$ cat src/rtl/pe_array_acc.sv
// pe_array_acc: KERNEL_SIZE signed MACs, registered adder tree, channel accumulator,
// bias add and saturation. Define RELU_EN to clamp negative results to zero.
module pe_array_acc #(
    parameter int unsigned INPUT_WIDTH  = 8,
    parameter int unsigned OUTPUT_WIDTH = 20,
    parameter int unsigned KERNEL_SIZE  = 9,
    parameter int unsigned BIAS_WIDTH   = 16,
    parameter int unsigned ACC_WIDTH    = 32,
    parameter int unsigned CH_CNT_WIDTH = 7
) (
    input  logic                                clk,
    input  logic                                rst_n,
    input  logic [CH_CNT_WIDTH-1:0]             cfg_num_ch,
    input  logic [BIAS_WIDTH-1:0]               bias_in,
    input  logic                                in_valid,
    output logic                                in_ready,
    input  logic [KERNEL_SIZE*INPUT_WIDTH-1:0]  ifm_in,
    input  logic [KERNEL_SIZE*INPUT_WIDTH-1:0]  wgt_in,
    output logic                                out_valid,
    input  logic                                out_ready,
    output logic [OUTPUT_WIDTH-1:0]             out_data,
    output logic                                out_sat,
    output logic                                busy
);
    localparam int unsigned PW = 2 * INPUT_WIDTH;
    localparam int unsigned SW = PW + $clog2(KERNEL_SIZE);

    localparam logic signed [ACC_WIDTH-1:0] OUT_MAX =
        {{(ACC_WIDTH-OUTPUT_WIDTH+1){1'b0}}, {(OUTPUT_WIDTH-1){1'b1}}};
    localparam logic signed [ACC_WIDTH-1:0] OUT_MIN =
        {{(ACC_WIDTH-OUTPUT_WIDTH+1){1'b1}}, {(OUTPUT_WIDTH-1){1'b0}}};

    logic [CH_CNT_WIDTH-1:0] cnt_q, cnt_d, nch_q, nch_d;
    logic [BIAS_WIDTH-1:0]   bias_q, bias_d;

    logic                    v1_q, v1_d, first1_q, first1_d, last1_q, last1_d;
    logic [BIAS_WIDTH-1:0]   bias1_q, bias1_d;
    logic signed [PW-1:0]    prod_q [KERNEL_SIZE];
    logic signed [PW-1:0]    prod_d [KERNEL_SIZE];

    logic                    v2_q, v2_d, first2_q, first2_d, last2_q, last2_d;
    logic [BIAS_WIDTH-1:0]   bias2_q, bias2_d;
    logic signed [SW-1:0]    sum_q, sum_d;

    logic signed [ACC_WIDTH-1:0] acc_q, acc_d;
    logic                        out_valid_q, out_valid_d;
    logic [OUTPUT_WIDTH-1:0]     out_data_q, out_data_d;
    logic                        out_sat_q, out_sat_d;

    logic                        adv, accept, is_first, is_last;
    logic [CH_CNT_WIDTH-1:0]     cur_nch;
    logic signed [SW-1:0]        tree;
    logic signed [ACC_WIDTH-1:0] acc_sum, result;

    always_comb begin
        adv      = !(out_valid_q && !out_ready);
        accept   = in_valid && adv;
        is_first = (cnt_q == '0);
        // A configured count of zero behaves as a single channel.
        if (is_first)
            cur_nch = (cfg_num_ch == '0) ? CH_CNT_WIDTH'(1) : cfg_num_ch;
        else
            cur_nch = nch_q;
        is_last = (cnt_q == cur_nch - CH_CNT_WIDTH'(1));

        cnt_d  = cnt_q;
        nch_d  = nch_q;
        bias_d = bias_q;
        if (accept) begin
            cnt_d = is_last ? '0 : cnt_q + CH_CNT_WIDTH'(1);
            if (is_first) begin
                nch_d  = cur_nch;
                bias_d = bias_in;
            end
        end

        for (int unsigned i = 0; i < KERNEL_SIZE; i++)
            prod_d[i] = $signed(ifm_in[i*INPUT_WIDTH +: INPUT_WIDTH]) *
                        $signed(wgt_in[i*INPUT_WIDTH +: INPUT_WIDTH]);

        tree = '0;
        for (int unsigned i = 0; i < KERNEL_SIZE; i++)
            tree = tree + {{(SW-PW){prod_q[i][PW-1]}}, prod_q[i]};

        acc_sum = (first2_q ? '0 : acc_q) + {{(ACC_WIDTH-SW){sum_q[SW-1]}}, sum_q};
        result  = acc_sum + {{(ACC_WIDTH-BIAS_WIDTH){bias2_q[BIAS_WIDTH-1]}}, bias2_q};

        v1_d = v1_q;  first1_d = first1_q;  last1_d = last1_q;  bias1_d = bias1_q;
        v2_d = v2_q;  first2_d = first2_q;  last2_d = last2_q;  bias2_d = bias2_q;
        sum_d       = sum_q;
        acc_d       = acc_q;
        out_valid_d = out_valid_q;
        out_data_d  = out_data_q;
        out_sat_d   = out_sat_q;

        if (adv) begin
            v1_d     = accept;
            first1_d = accept && is_first;
            last1_d  = accept && is_last;
            // Bias travels with the beat so a back-to-back first beat cannot clobber it.
            bias1_d  = is_first ? bias_in : bias_q;

            v2_d     = v1_q;
            first2_d = first1_q;
            last2_d  = last1_q;
            bias2_d  = bias1_q;
            sum_d    = tree;

            out_valid_d = v2_q && last2_q;
            if (v2_q) begin
                if (last2_q) begin
                    acc_d     = '0;
                    out_sat_d = 1'b0;
                    if (result > OUT_MAX) begin
                        out_data_d = OUT_MAX[OUTPUT_WIDTH-1:0];
                        out_sat_d  = 1'b1;
                    end else if (result < OUT_MIN) begin
                        out_data_d = OUT_MIN[OUTPUT_WIDTH-1:0];
                        out_sat_d  = 1'b1;
                    end else begin
                        out_data_d = result[OUTPUT_WIDTH-1:0];
                    end
`ifdef RELU_EN
                    if (out_data_d[OUTPUT_WIDTH-1])
                        out_data_d = '0;
`else
`endif
                end else begin
                    acc_d = acc_sum;
                end
            end
        end
    end

    always_ff @(posedge clk or negedge rst_n) begin
        if (!rst_n) begin
            cnt_q       <= '0;
            nch_q       <= '0;
            bias_q      <= '0;
            v1_q        <= 1'b0;
            first1_q    <= 1'b0;
            last1_q     <= 1'b0;
            bias1_q     <= '0;
            prod_q      <= '{default: '0};
            v2_q        <= 1'b0;
            first2_q    <= 1'b0;
            last2_q     <= 1'b0;
            bias2_q     <= '0;
            sum_q       <= '0;
            acc_q       <= '0;
            out_valid_q <= 1'b0;
            out_data_q  <= '0;
            out_sat_q   <= 1'b0;
        end else begin
            cnt_q       <= cnt_d;
            nch_q       <= nch_d;
            bias_q      <= bias_d;
            v1_q        <= v1_d;
            first1_q    <= first1_d;
            last1_q     <= last1_d;
            bias1_q     <= bias1_d;
            if (adv)
                prod_q  <= prod_d;
            v2_q        <= v2_d;
            first2_q    <= first2_d;
            last2_q     <= last2_d;
            bias2_q     <= bias2_d;
            sum_q       <= sum_d;
            acc_q       <= acc_d;
            out_valid_q <= out_valid_d;
            out_data_q  <= out_data_d;
            out_sat_q   <= out_sat_d;
        end
    end

    assign in_ready  = adv;
    assign out_valid = out_valid_q;
    assign out_data  = out_data_q;
    assign out_sat   = out_sat_q;
    assign busy      = (cnt_q != '0) || v1_q || v2_q;

endmodule

$ cat config.mk
export PLATFORM = sky130hd
export DESIGN_NAME = pe_array_acc
export DESIGN_NICKNAME = d
export VERILOG_FILES = /design/src/rtl/pe_array_acc.sv
export SDC_FILE = /design/constraint.sdc
export NUM_CORES = 2
export LEC_CHECK = 0
export CAP_MARGIN = 25
export CORE_AREA = 2 2 298 300
export CTS_CLUSTER_SIZE = 28
export DETAILED_ROUTE_END_ITERATION = 12
export DIE_AREA = 0 0 300 302
export GPL_ROUTABILITY_DRIVEN = 0
export PLACE_DENSITY = 0.74
export SLEW_MARGIN = 5
export SYNTH_ARGS = -nofsm -noshare
export SYNTH_HDL_FRONTEND = slang
export SYNTH_SLANG_ARGS = --single-unit
export TNS_END_PERCENT = 100
$ cat constraint.sdc
create_clock -name clk -period 10.55 [get_ports clk]
set_input_delay 1.5825 -clock clk [delete_from_list [all_inputs] [get_ports clk]]
set_output_delay 1.5825 -clock clk [all_outputs]
set_load 0.05 [all_outputs]
## After elaboration in Yosys (flattened, before gate mapping)

Index checks and enable logic that the tools add are counted.

- Bitwise logic cells: 1
- Reduce and logical (&&, ||, !) cells: 15
- Muxes and demuxes: 10
- $lt $le $gt $ge: 2
- $add $sub $neg: 12
- Multipliers: 9
- Equality and inequality tests: 1

Operators by type and width:

| operator | number |
|---|---|
| multiplier 8 x 8 -> 16 bit | 9 |
| adder 20 bit | 4 |
| adder 32 bit | 2 |
| two-way mux 32 bit | 2 |
| two-way mux 20 bit | 2 |
| > comparator 32 x 20 -> 1 bit, second input constant | 1 |
| < comparator 32 x 20 -> 1 bit, second input constant | 1 |
| two-way mux 7 bit | 3 |
| adder 19 x 16 -> 20 bit | 1 |
| adder 18 x 16 -> 19 bit | 1 |
| adder 17 x 16 -> 18 bit | 1 |
| adder 16 x 16 -> 17 bit | 1 |
| two-way mux 16 bit | 1 |
| zero test 7 bit | 2 |
| adder 7 x 1 -> 7 bit, second input constant | 1 |
| == test 7 bit | 1 |
| nonzero test 7 bit | 1 |
| subtractor 7 x 1 -> 7 bit, second input constant | 1 |
| logical AND 1 bit | 5 |
| AND reduction 2 bit | 2 |
| AND reduction 3 bit | 1 |
| zero test 1 bit | 2 |
| logical OR 1 bit | 2 |
| two-way mux 1 bit | 2 |
| inverter 1 bit | 1 |

- Bits of input ports: 171
- Output and inout bits: 24
- Flip-flop bits (word level): 286
- Word-level logic and storage cells: 75

## Longest topological paths before layout

- Depth in word-level cells: 8
- Depth in mapped cells: 29
- Gate-level depth less buffers: 27

## Worst setup path before layout

OpenSTA, ideal clock, no wires.

- Path kind: in2reg
- Start: input port wgt_in[70]
- End: register prod_q[15] (netlist name)
- Required time: 10,416 ps
- Arrival time: 5,632 ps
- Stages: 18
- Slack: 4,785 ps
- Path buffers: 1
- Library setup time: 134 ps
- Path through: clkbuf_1 -> nand2_1 -> fa_1 -> fa_1 -> inv_1 -> fa_1 -> fa_1 -> ha_1 -> inv_1 -> o21ai_0 -> a21oi_1 -> o21ai_0 -> a21oi_1 -> nor2b_1 -> o21a_1 -> o41a_1 -> xnor2_1 -> o21ai_0

- Word-level cells in the longest chain between the ends: 1

Ends and longest elaborated chain:

| item | RTL line | RTL |
|---|---|---|
| start: declaration | 18 | `input logic [KERNEL_SIZE*INPUT_WIDTH-1:0] wgt_in,` |
| multiplier 8 x 8 -> 16 bit | 78 | `prod_d[i] = $signed(ifm_in[i*INPUT_WIDTH +: INPUT_WIDTH]) *` |
| end signal: assignment | 163 | `prod_q <= prod_d;` |
| end: declaration | 38 | `logic signed [PW-1:0] prod_q [KERNEL_SIZE];` |

Every way passes these cells.
A chain may end at the register's enable or synchronous reset.

## Worst setup path in the final report

- Start: register first2_q
- End: register out_data_q[9] (netlist: out_data[9])

- Word-level cells in the longest chain between the ends: 6
- Elaborated cells on any way between the ends: 7
- Those cells by class: 2 x add/sub; 2 x order compare; 3 x mux

Ends and longest elaborated chain:

| item | RTL line | RTL |
|---|---|---|
| start: declaration | 41 | `logic v2_q, v2_d, first2_q, first2_d, last2_q, last2_d;` |
| start signal: assignment | 165 | `first2_q <= first2_d;` |
| two-way mux 32 bit (*) | 85 | `acc_sum = (first2_q ? '0 : acc_q) + {{(ACC_WIDTH-SW){sum_q[SW-1]}}, sum_q};` |
| adder 32 bit (*) | 85 |  |
| adder 32 bit (*) | 86 | `result = acc_sum + {{(ACC_WIDTH-BIAS_WIDTH){bias2_q[BIAS_WIDTH-1]}}, bias2_q};` |
| < comparator 32 x 20 -> 1 bit | 117 | `end else if (result < OUT_MIN) begin` |
| two-way mux 20 bit | 117 |  |
| two-way mux 20 bit (*) | 114 | `if (result > OUT_MAX) begin` |
| end signal: assignment | 171 | `out_data_q <= out_data_d;` |
| end: declaration | 47 | `logic [OUTPUT_WIDTH-1:0] out_data_q, out_data_d;` |

Every way passes the cells marked *; elsewhere a longest branch is shown, timed or not.

==> impl_results.md <==
* Root buffer cell: clkbuf_16
* Number of buffers created by CTS at 34
* Critical path endpoint: out_data[9]
* Synthesized area per cell at 9.34 um^2
* Final worst clock skew at 29.8 ps
* GRT Util Overall at 20.5%
* Design area at roughly 0.043 mm^2
* CTS sink cnt at ~290
* Final Hold Vio Count at 0
* Cells after Synth at between 4000 and 5000
* H-tree depth at 2
* First-pass DRT Iterations at 7
* Largest buffer count on any clock path at 3
* GR Overflow Total at 0
* Fmax at 151 MHz
* Setup bufs post-CTS at 0
* Slew @ Worst Pin at ~980 ps
* Crit path DAT at between 7000 and 8000 ps
* Area Growth Syn to Fin at 11.4%
* Final wirelength at 89.7 mm
* Final HPWL DP at 74.3 mm
* DR iter-0 viols at 1376
* Net Count, Synth at 5300
* Clock latency at the later pin of the worst-skew pair at between 500 and 600 ps
* Ys flop type: dfrtp_1
* Worst slew margin at 34.9%
* Remaining antenna violation count after routing at 0
* Number of diodes at 0
* Max Cap Violations at 0
* PostCTS Resize Cnt at 0
* CP max FO at 33
* Critical-path top delay cell: o21ai_2
* Syn Std Cell Area at 0.0390 mm^2
* Vias in the first global route at 29430
* Die width at 300 um
* Distinct cell type count after synthesis at 74
* Setup Viol. Count Final at 0
* Die H at 302 um
* Final Slew Violations at 0
* R2r startpoint: first2_q
* Cell Area, Placed at 0.0421 mm^2
* CTS clock-pin slew for the worst setup and hold paths at 60 ps
* Depth of the most critical reg-to-reg path at 29
* Flop2flop setup slack at 3940 ps
* Antenna violations before repair at 0
* Cell row count at 109
* WL/cell at ~16 um
* Via-per-instance ratio at 5.05
* Min Hold Slack at 456 ps
* Share of cells above drive strength 1 at 2.75%
* CTS tree: yes
* DR DRC count at 0
* Hold buffers post-CTS at 0
* Fraction of registers with async set/reset at 100%
* Routed vias at 27914
* First-pass GRT wire length at between 100 and 150 mm
* Period minus WS final at between 6000 and 7000 ps
* IO Pins at 195
* Synthesized flop and latch total at 286
* Synth warnings at 0
* Seq/Total Area, Yosys at 18.4%
* Critical path class: reg2reg
* CP Capture Type: register
* Worst min path class: reg2reg
* Die area at 0.0906 mm^2
* RSZ-0062 raised after global routing: no
* EDFF count, synth at 0
* Core ar. at 0.0876 mm^2
* Largest stage delay, worst path at 700 ps
* Initial Util at 44.5%
* Reg-to-reg endpoint: out_data[9]
* Tcrit/Tclk final at between 60% and 70%
* Status: complete, no violations
* Port Buffer Count at 194
* Setup_tns at 0 ps
* Required @ worst endpoint at 10950 ps
* Largest net degree at the start of global routing at 118
* Worst Setup Start Kind: register
* Crit path from: first2_q
* # nets final at 5465
-- layer usage --
layer	part of all wire, %	GRT usage [%]	up-vias
met1	42	26.3	13963
li1	-	-	13365
met3	3.5	2.41	148
met5	0	0	-
met2	51	36.4	438
met4	3.1	6.10	0
-- metrics by stage --
step | util [%] | cells | worst slack, ps
floorplan | - | 4169 | 4780
global placement | 48.1 | 5462 | 3870
detailed placement | 48.1 | 5462 | 3780
CTS | 49.6 | 5522 | 3940
global route | 49.6 | 5523 | 3220
finish | 49.6 | 5523 | 3940
-- cells in the mapped netlist (20+ instances only) --
master,count,area [um^2]
inv_1,754,2830
fa_1,612,12300
nand2_1,471,1770
ha_1,348,4350
and2_1,340,2130
dfrtp_1,286,7160
nor2_1,211,792
a21oi_1,188,941
o21ai_0,151,756
xnor2_1,141,1230
nand2b_1,78,488
xor2_1,67,587
clkbuf_1,63,236
nor2b_1,61,382
a21o_1,42,315
nor3_1,31,155
o31ai_1,29,218
a22o_1,24,210
nand3_1,24,120
o21a_1,24,180
mux2_2,23,259
mux2i_1,22,220
a21boi_0,20,150
-- layout by cell type (no fill, tap or decap), types with 9 or more instances in the layout --
cell type,Yosys,final
xor2_1,67,67
o21ai_0,151,151
nand2_1,471,471
nor3_1,31,31
mux2i_1,22,22
clkdlybuf4s50_1,0,193
dfrtp_1,286,286
mux2_2,23,23
nand3_1,24,24
inv_1,754,753
a21oi_1,188,188
a22o_1,24,24
and3_1,13,13
a21o_1,42,42
nor2b_1,61,60
nand2b_1,78,78
ha_1,348,348
nor2_1,211,210
o21a_1,24,24
buf_4,1,13
o41a_1,9,9
xnor2_1,141,141
o21bai_1,11,11
a21boi_0,20,20
o31ai_1,29,29
and2_1,340,340
fa_1,612,612
clkbuf_16,0,34
-- how the worst min path moves through the flow --
stage | start | to | slack [ps] | depth (start not counted)
after floorplan | acc_q[18] | acc_q[18] | 440 | 2
after global placement | bias1_q[11] | bias2_q[11] | 450 | 2
after detailed placement | bias1_q[4] | bias2_q[4] | 450 | 2
after CTS | bias1_q[4] | bias2_q[4] | 470 | 2
after global routing | bias1_q[5] | bias2_q[5] | 490 | 2
final | bias1_q[3] | bias2_q[3] | 460 | 2
-- sequential cells by signal (all words and copies together) (netlist names) --
name       cells
bias2_q       16
prod_q       144
sum_q         20
bias_q        16
v2_q           1
first1_q       1
v1_q           1
cnt_q          7
last2_q        1
out_sat        1
out_data      20
out_valid      1
last1_q        1
bias1_q       16
nch_q          7
first2_q       1
acc_q         32
-- area by class of cell --
| cell class | instances | area (um^2) |
|---|---|---|
| fill | 8121 | 44200 |
| sequential | 286 | 7160 |
| multi-input combinational | 3050 | 28700 |
| tap | 1165 | 1460 |
| inverter | 754 | 2840 |
| clock inverter | 21 | 349 |
| timing repair buffer | 208 | 2060 |
| clock buffer | 39 | 890 |
-- logic make-up after synthesis --
logic type / share of synthesized area (%)
AOI/OAI and AO/OA: 9.11
xor gates and xnor gates: 4.68
adders and majority gates: 42.6
buffers and inverters: 8.11
DFF: 18.4
muxes: 1.23
and+or+nand+nor: 15.9
-- worst max-delay path: cells and delay by family, from the launching register on --
| family | cells | cell delay, ps |
|---|---|---|
| simple gates | 4 | 510 |
| xor+xnor | 3 | 550 |
| flops | 1 | 370 |
| buf+inv | 4 | 620 |
| fa+ha+maj | 3 | 950 |
| compound gates | 15 | 3460 |
Power is not shown: default switching activity piles up to over one toggle a cycle in this logic, so the estimate is an artifact.
